$ cat config.mk
export PLATFORM = sky130hd
export DESIGN_NAME = fetch_bundle_queue
export DESIGN_NICKNAME = d
export VERILOG_FILES = /design/src/rtl/fetch_bundle_queue.sv
export SDC_FILE = /design/constraint.sdc
export NUM_CORES = 2
export LEC_CHECK = 0
export ABC_AREA = 1
export CORE_MARGIN = 5
export CORE_UTILIZATION = 40
export CTS_BUF_LIST = sky130_fd_sc_hd__clkbuf_16
export DETAILED_ROUTE_END_ITERATION = 12
export GPL_TIMING_DRIVEN = 0
export PLACE_DENSITY = 0.72
export SYNTH_ARGS = -nofsm -noshare
export SYNTH_HDL_FRONTEND = slang
export SYNTH_SLANG_ARGS = --single-unit
export TNS_END_PERCENT = 50
$ cat constraint.sdc
create_clock -name clk -period 3.25 [get_ports clk]
set_clock_uncertainty 0.15 [all_clocks]
set_input_delay 0.65 -clock clk [delete_from_list [all_inputs] [get_ports clk]]
set_output_delay 0.65 -clock clk [all_outputs]
set_load 0.01 [all_outputs]
$ cat src/rtl/fetch_bundle_queue.sv
// Circular FIFO of fetch bundles between FetchStage1 and decode.
// Each entry carries the bundle, its prediction info and a per-slot valid mask.
module fetch_bundle_queue #(
    parameter int PC_W   = 32,
    parameter int INST_W = 64,
    parameter int DEPTH  = 4
) (
    input  logic                        clk,
    input  logic                        reset,
    input  logic                        flush_i,
    input  logic                        fs1Valid_i,
    input  logic [PC_W-1:0]             pc_i,
    input  logic [4*INST_W-1:0]         bundle_i,
    input  logic [3:0]                  btbHit_i,
    input  logic [3:0]                  prediction_i,
    input  logic [4*PC_W-1:0]           targetAddr_i,
    input  logic [PC_W-1:0]             addrRAS_CP_i,
    output logic                        stall_o,
    output logic                        valid_o,
    input  logic                        ready_i,
    output logic [PC_W-1:0]             pc_o,
    output logic [4*INST_W-1:0]         bundle_o,
    output logic [3:0]                  btbHit_o,
    output logic [3:0]                  prediction_o,
    output logic [4*PC_W-1:0]           targetAddr_o,
    output logic [PC_W-1:0]             addrRAS_CP_o,
    output logic [3:0]                  instValid_o,
    output logic [$clog2(DEPTH):0]      count_o
);
    localparam int PTR_W = $clog2(DEPTH);
    localparam int CNT_W = PTR_W + 1;

    typedef struct packed {
        logic [PC_W-1:0]     pc;
        logic [4*INST_W-1:0] bundle;
        logic [3:0]          btb_hit;
        logic [3:0]          pred;
        logic [4*PC_W-1:0]   target;
        logic [PC_W-1:0]     ras;
        logic [3:0]          mask;
    } entry_t;

    entry_t             mem_q [DEPTH];
    entry_t             mem_d [DEPTH];
    logic [PTR_W-1:0]   head_q, head_d, tail_q, tail_d;
    logic [CNT_W-1:0]   count_q, count_d;
    logic [3:0]         mask;
    logic               push, pop;
    entry_t             new_e, head_e;

    // A slot is live only if no earlier slot is a predicted-taken branch.
    always_comb begin
        logic blocked;
        blocked = 1'b0;
        mask    = '0;
        for (int k = 0; k < 4; k++) begin
            mask[k] = ~blocked;
            blocked = blocked | (btbHit_i[k] & prediction_i[k]);
        end
    end

    assign stall_o = (count_q == CNT_W'(DEPTH));
    assign valid_o = (count_q != '0);
    assign push    = fs1Valid_i & ~stall_o & ~flush_i;
    assign pop     = valid_o & ready_i & ~flush_i;

    always_comb begin
        new_e.pc      = pc_i;
        new_e.bundle  = bundle_i;
        new_e.btb_hit = btbHit_i;
        new_e.pred    = prediction_i;
        new_e.target  = targetAddr_i;
        new_e.ras     = addrRAS_CP_i;
        new_e.mask    = mask;
    end

    // DEPTH is a power of two, so pointer increments wrap naturally.
    always_comb begin
        mem_d   = mem_q;
        head_d  = head_q;
        tail_d  = tail_q;
        count_d = count_q;
        if (flush_i) begin
            head_d  = '0;
            tail_d  = '0;
            count_d = '0;
        end else begin
            if (push) begin
                mem_d[tail_q] = new_e;
                tail_d        = tail_q + PTR_W'(1);
            end
            if (pop) head_d = head_q + PTR_W'(1);
            count_d = count_q + CNT_W'(push) - CNT_W'(pop);
        end
    end

    always_ff @(posedge clk or negedge reset) begin
        if (!reset) begin
            head_q  <= '0;
            tail_q  <= '0;
            count_q <= '0;
            for (int i = 0; i < DEPTH; i++) mem_q[i] <= '0;
        end else begin
            head_q  <= head_d;
            tail_q  <= tail_d;
            count_q <= count_d;
            for (int i = 0; i < DEPTH; i++) mem_q[i] <= mem_d[i];
        end
    end

    assign head_e       = mem_q[head_q];
    assign pc_o         = head_e.pc;
    assign bundle_o     = head_e.bundle;
    assign btbHit_o     = head_e.btb_hit;
    assign prediction_o = head_e.pred;
    assign targetAddr_o = head_e.target;
    assign addrRAS_CP_o = head_e.ras;
    assign instValid_o  = head_e.mask;
    assign count_o      = count_q;
endmodule

==> metrics.md <==
| Metric | Value |
|---|---|
| Status | `finished, violations left` |
| Failing checks | `hold timing, setup timing` |
| Layout cells sized above 1 | `0.163` |
| Synth top area cells | `dfrtp_1 53%, nand2_1 16%, nand4_1 13%` |
| # setup viols final | `643` |
| Peak supply drop | `0.000633 V` |
| Endpoint class of the critical path | `primary output` |
| Chip width | `479 um` |
| Crit path DAT | `3.05 ns` |
| Final wirelength | `389000 um` |
| Initial antenna violation count | `115` |
| Clock Path Buffers | `3` |
| Count of different cell masters after synthesis | `21` |
| CP Cell Sequence | `buf_8 > buf_12 > clkinv_8 > buf_12 > buf_16 > buf_6 > buf_12 > buf_8 > nor2_1 > o22ai_2 > clkdlybuf4s15_2` |
| Final TNS setup | `-200.18 ns` |
| Die Y | `479 um` |
| Largest net degree at the start of global routing | `176` |
| Clock Pin Slew Worst Setup and Hold Paths | `0.07 ns` |
| Routed len/inst | `25.5 um` |
| Cell mode on critical path | `buf_12` |
| Top post-synthesis cells by count | `3696 x nand2_1, 1847 x dfrtp_1, 1840 x nand4_1` |
| Dpl ws | `-1.40 ns` |
| Minimum clock period after layout | `3.85 ns` |
| Final ANT Viol Nets | `0` |
| DR pass1 iterations | `7` |
| Overall power | `117 mW` |
| CP max FO | `10` |
| Syn Inst Count | `10800` |
| Final Hold Violating Endpoints | `159` |
| Type of origin of the critical path | `register` |
| Worst reg2reg setup slack | `-0.16 ns` |
| Worst slew pin tran | `1.47 ns` |
| Pleak | `56.5 nW` |
| PD cells | `1040 nW/um2` |
| Clock latency on the worst-skew pair | `0.89 ns` |
| First DRT Iteration DRCs | `12000` |
| CTS root buf | `clkbuf_16` |
| Fin crit share | `1.19` |
| PortBufs | `924` |
| Row Count | `172` |
| Area post-placement | `101000 um2` |
| Max-cap violations | `0` |
| Clk sinks | `1847` |
| Top-Level Pins | `926` |
| CTS Buf Count | `201` |
| Synth Area per Inst | `8.10 um2` |
| Layout Utilization | `0.515` |
| Buf/Inv on CP | `9` |
| Hold buffer count at CTS | `1` |
| Grt total ovfl | `0` |
| Slowest stage delay, CP | `0.39 ns` |
| Initial Util | `0.401` |
| FF-to-FF path depth | `7` |
| Critical Path End | `bundle_o[252]` |
| Mapped cell area | `87900 um2` |
| CP Launch Point | `head_q[0]` |
| Ys async rst share | `1.00` |
| Post-synth EDFFs | `0` |
| DR vias | `92200` |
| Critical R2R Capture | `mem_q[724]` |
| Delay-heaviest family, CP | `buffers and inverters` |
| Share of Yosys cell area claimed by the top area cell type | `0.526` |
| Post-layout instance area | `113000 um2` |
| Synth Net Count | `11300` |
| H-Tree Depth | `4` |
| Final Max Slew Viols | `0` |
| Top-count cell post-synth | `nand2_1` |
| Critical path depth in cells | `11` |
| DRC errors left | `0` |
| Growth of design area from synthesis to finish | `28.4%` |
| Register area share after synthesis | `0.526` |
| GPL Wtd Cong | `0.961` |
| Fmax | `260 MHz` |
| Hpwl dp | `265000 um` |
| Global-route wire length before repair | `568000 um` |
| Area leader, netlist | `dfrtp_1` |
| YS warnings | `0` |
| Setup ws final | `-0.601 ns` |
| Layout net count | `12600` |
| Crit-path slowest cell | `dfrtp_1` |
| TritonCTS clock tree | `yes` |
| HP Class | `input pin to asynchronous set/reset pin` |
| Core footprint | `219000 um2` |
| RSZ-0062 raised after global routing | `yes` |
| Gr usage total | `0.324` |
| Synth Register Bits | `1847` |
| Slew headroom | `0.0184` |
| Critical path class | `register to primary output` |
| Hold slack | `-0.322 ns` |
| DIE AREA | `229000 um2` |
| Drt via density | `6.05` |
| Vias in the first global route | `86900` |
| R2r startpoint | `tail_q[0]` |
| Req. time, crit path | `2.45 ns` |
| Top_reg_cell synth | `dfrtp_1` |
## power by group
part	internal [mW]	leakage [nW]	switching, mW
clock network	13.1	3.32	10.3
logic	20.8	29.3	34.3
registers	32.9	23.9	5.85
## flip-flops by register name (all words and copies together), names as in the netlist
signal   cells
count_o      3
head_q       2
mem_q     1840
tail_q       2
## worst min path at each step
stage	end	slack [ns]	cells past startpoint
6_report	mem_q[482]	-0.32	1
4_1_cts	mem_q[482]	-0.35	1
2_1_floorplan	count_o[0]	0.20	0
5_1_grt	mem_q[482]	-0.29	1
3_5_place_dp	mem_q[920]	0.30	2
3_3_place_gp	mem_q[460]	0.29	2
## stage by stage
step           cells  hold WS [ns]
2_1_floorplan  10800         0.204
3_3_place_gp   14600         0.292
3_5_place_dp   14700         0.296
4_1_cts        15100        -0.347
5_1_grt        15200        -0.292
6_report       15300        -0.322
## repair_timing
item | 4_1_cts | 5_1_grt
pin swaps | 190 | 141
setup endpoints to repair | 822 | 1073
buffers inserted | 75 | 48
resized for setup | 1933 | 1185
hold endpoints to repair | 162 | 159
cloned | 18 | 11
## metal layers
| metal | routed length (um) | vias up | track usage |
|---|---|---|---|
| li1 | - | 40200 | - |
| met1 | 149000 | 44500 | 0.429 |
| met2 | 162000 | 6147 | 0.455 |
| met3 | 46300 | 1301 | 0.0931 |
| met4 | 32200 | 40 | 0.227 |
| met5 | 262 | - | 0 |
## kinds of logic after synthesis
family,count (synthesis),share of synthesized area
fa+ha+maj,7,0.00108
compound gates,1381,0.0853
flops,1847,0.526
buf+inv,1142,0.0586
xor+xnor,2,0.000199
simple gates,6468,0.329
## cell type report
cell class | instances | area, um2
diodes | 101 | 253
plain buffers | 1103 | 6170
clock buffers | 206 | 5150
clock inverters | 167 | 1390
fillers | 20200 | 106000
inverters | 19 | 88.8
multi-input cells | 7858 | 39300
flip-flops and latches | 1847 | 46200
well taps | 2871 | 3590
repair buffers | 1078 | 10700
## layout by cell type (no fill, tap or decap), types with 51 or more instances in the layout
| master | count |
|---|---|
| dfrtp_1 | 1846 |
| clkbuf_2 | 198 |
| buf_2 | 563 |
| o21ai_0 | 726 |
| inv_1 | 51 |
| o22ai_2 | 245 |
| nor2_1 | 795 |
| buf_4 | 163 |
| diode_2 | 101 |
| clkdlybuf4s50_1 | 463 |
| dlymetal6s2s_1 | 56 |
| nor2_4 | 53 |
| nand4_1 | 1840 |
| buf_6 | 141 |
| o21ai_1 | 120 |
| clkbuf_16 | 219 |
| nor2_2 | 80 |
| clkinv_1 | 62 |
| nand2_1 | 3696 |
| clkbuf_1 | 307 |
| o22ai_1 | 201 |
| buf_1 | 100 |
| o21ai_2 | 53 |
## worst register-to-register path, delay by kind of cell (launching register included)
family | cells | cell delay (ns)
buffers and inverters | 4 | 2.35
DFF | 1 | 0.41
and+or+nand+nor | 2 | 0.30
adders and majority gates | 1 | 0.14
Note: power is estimated with default switching activity, not from simulation.
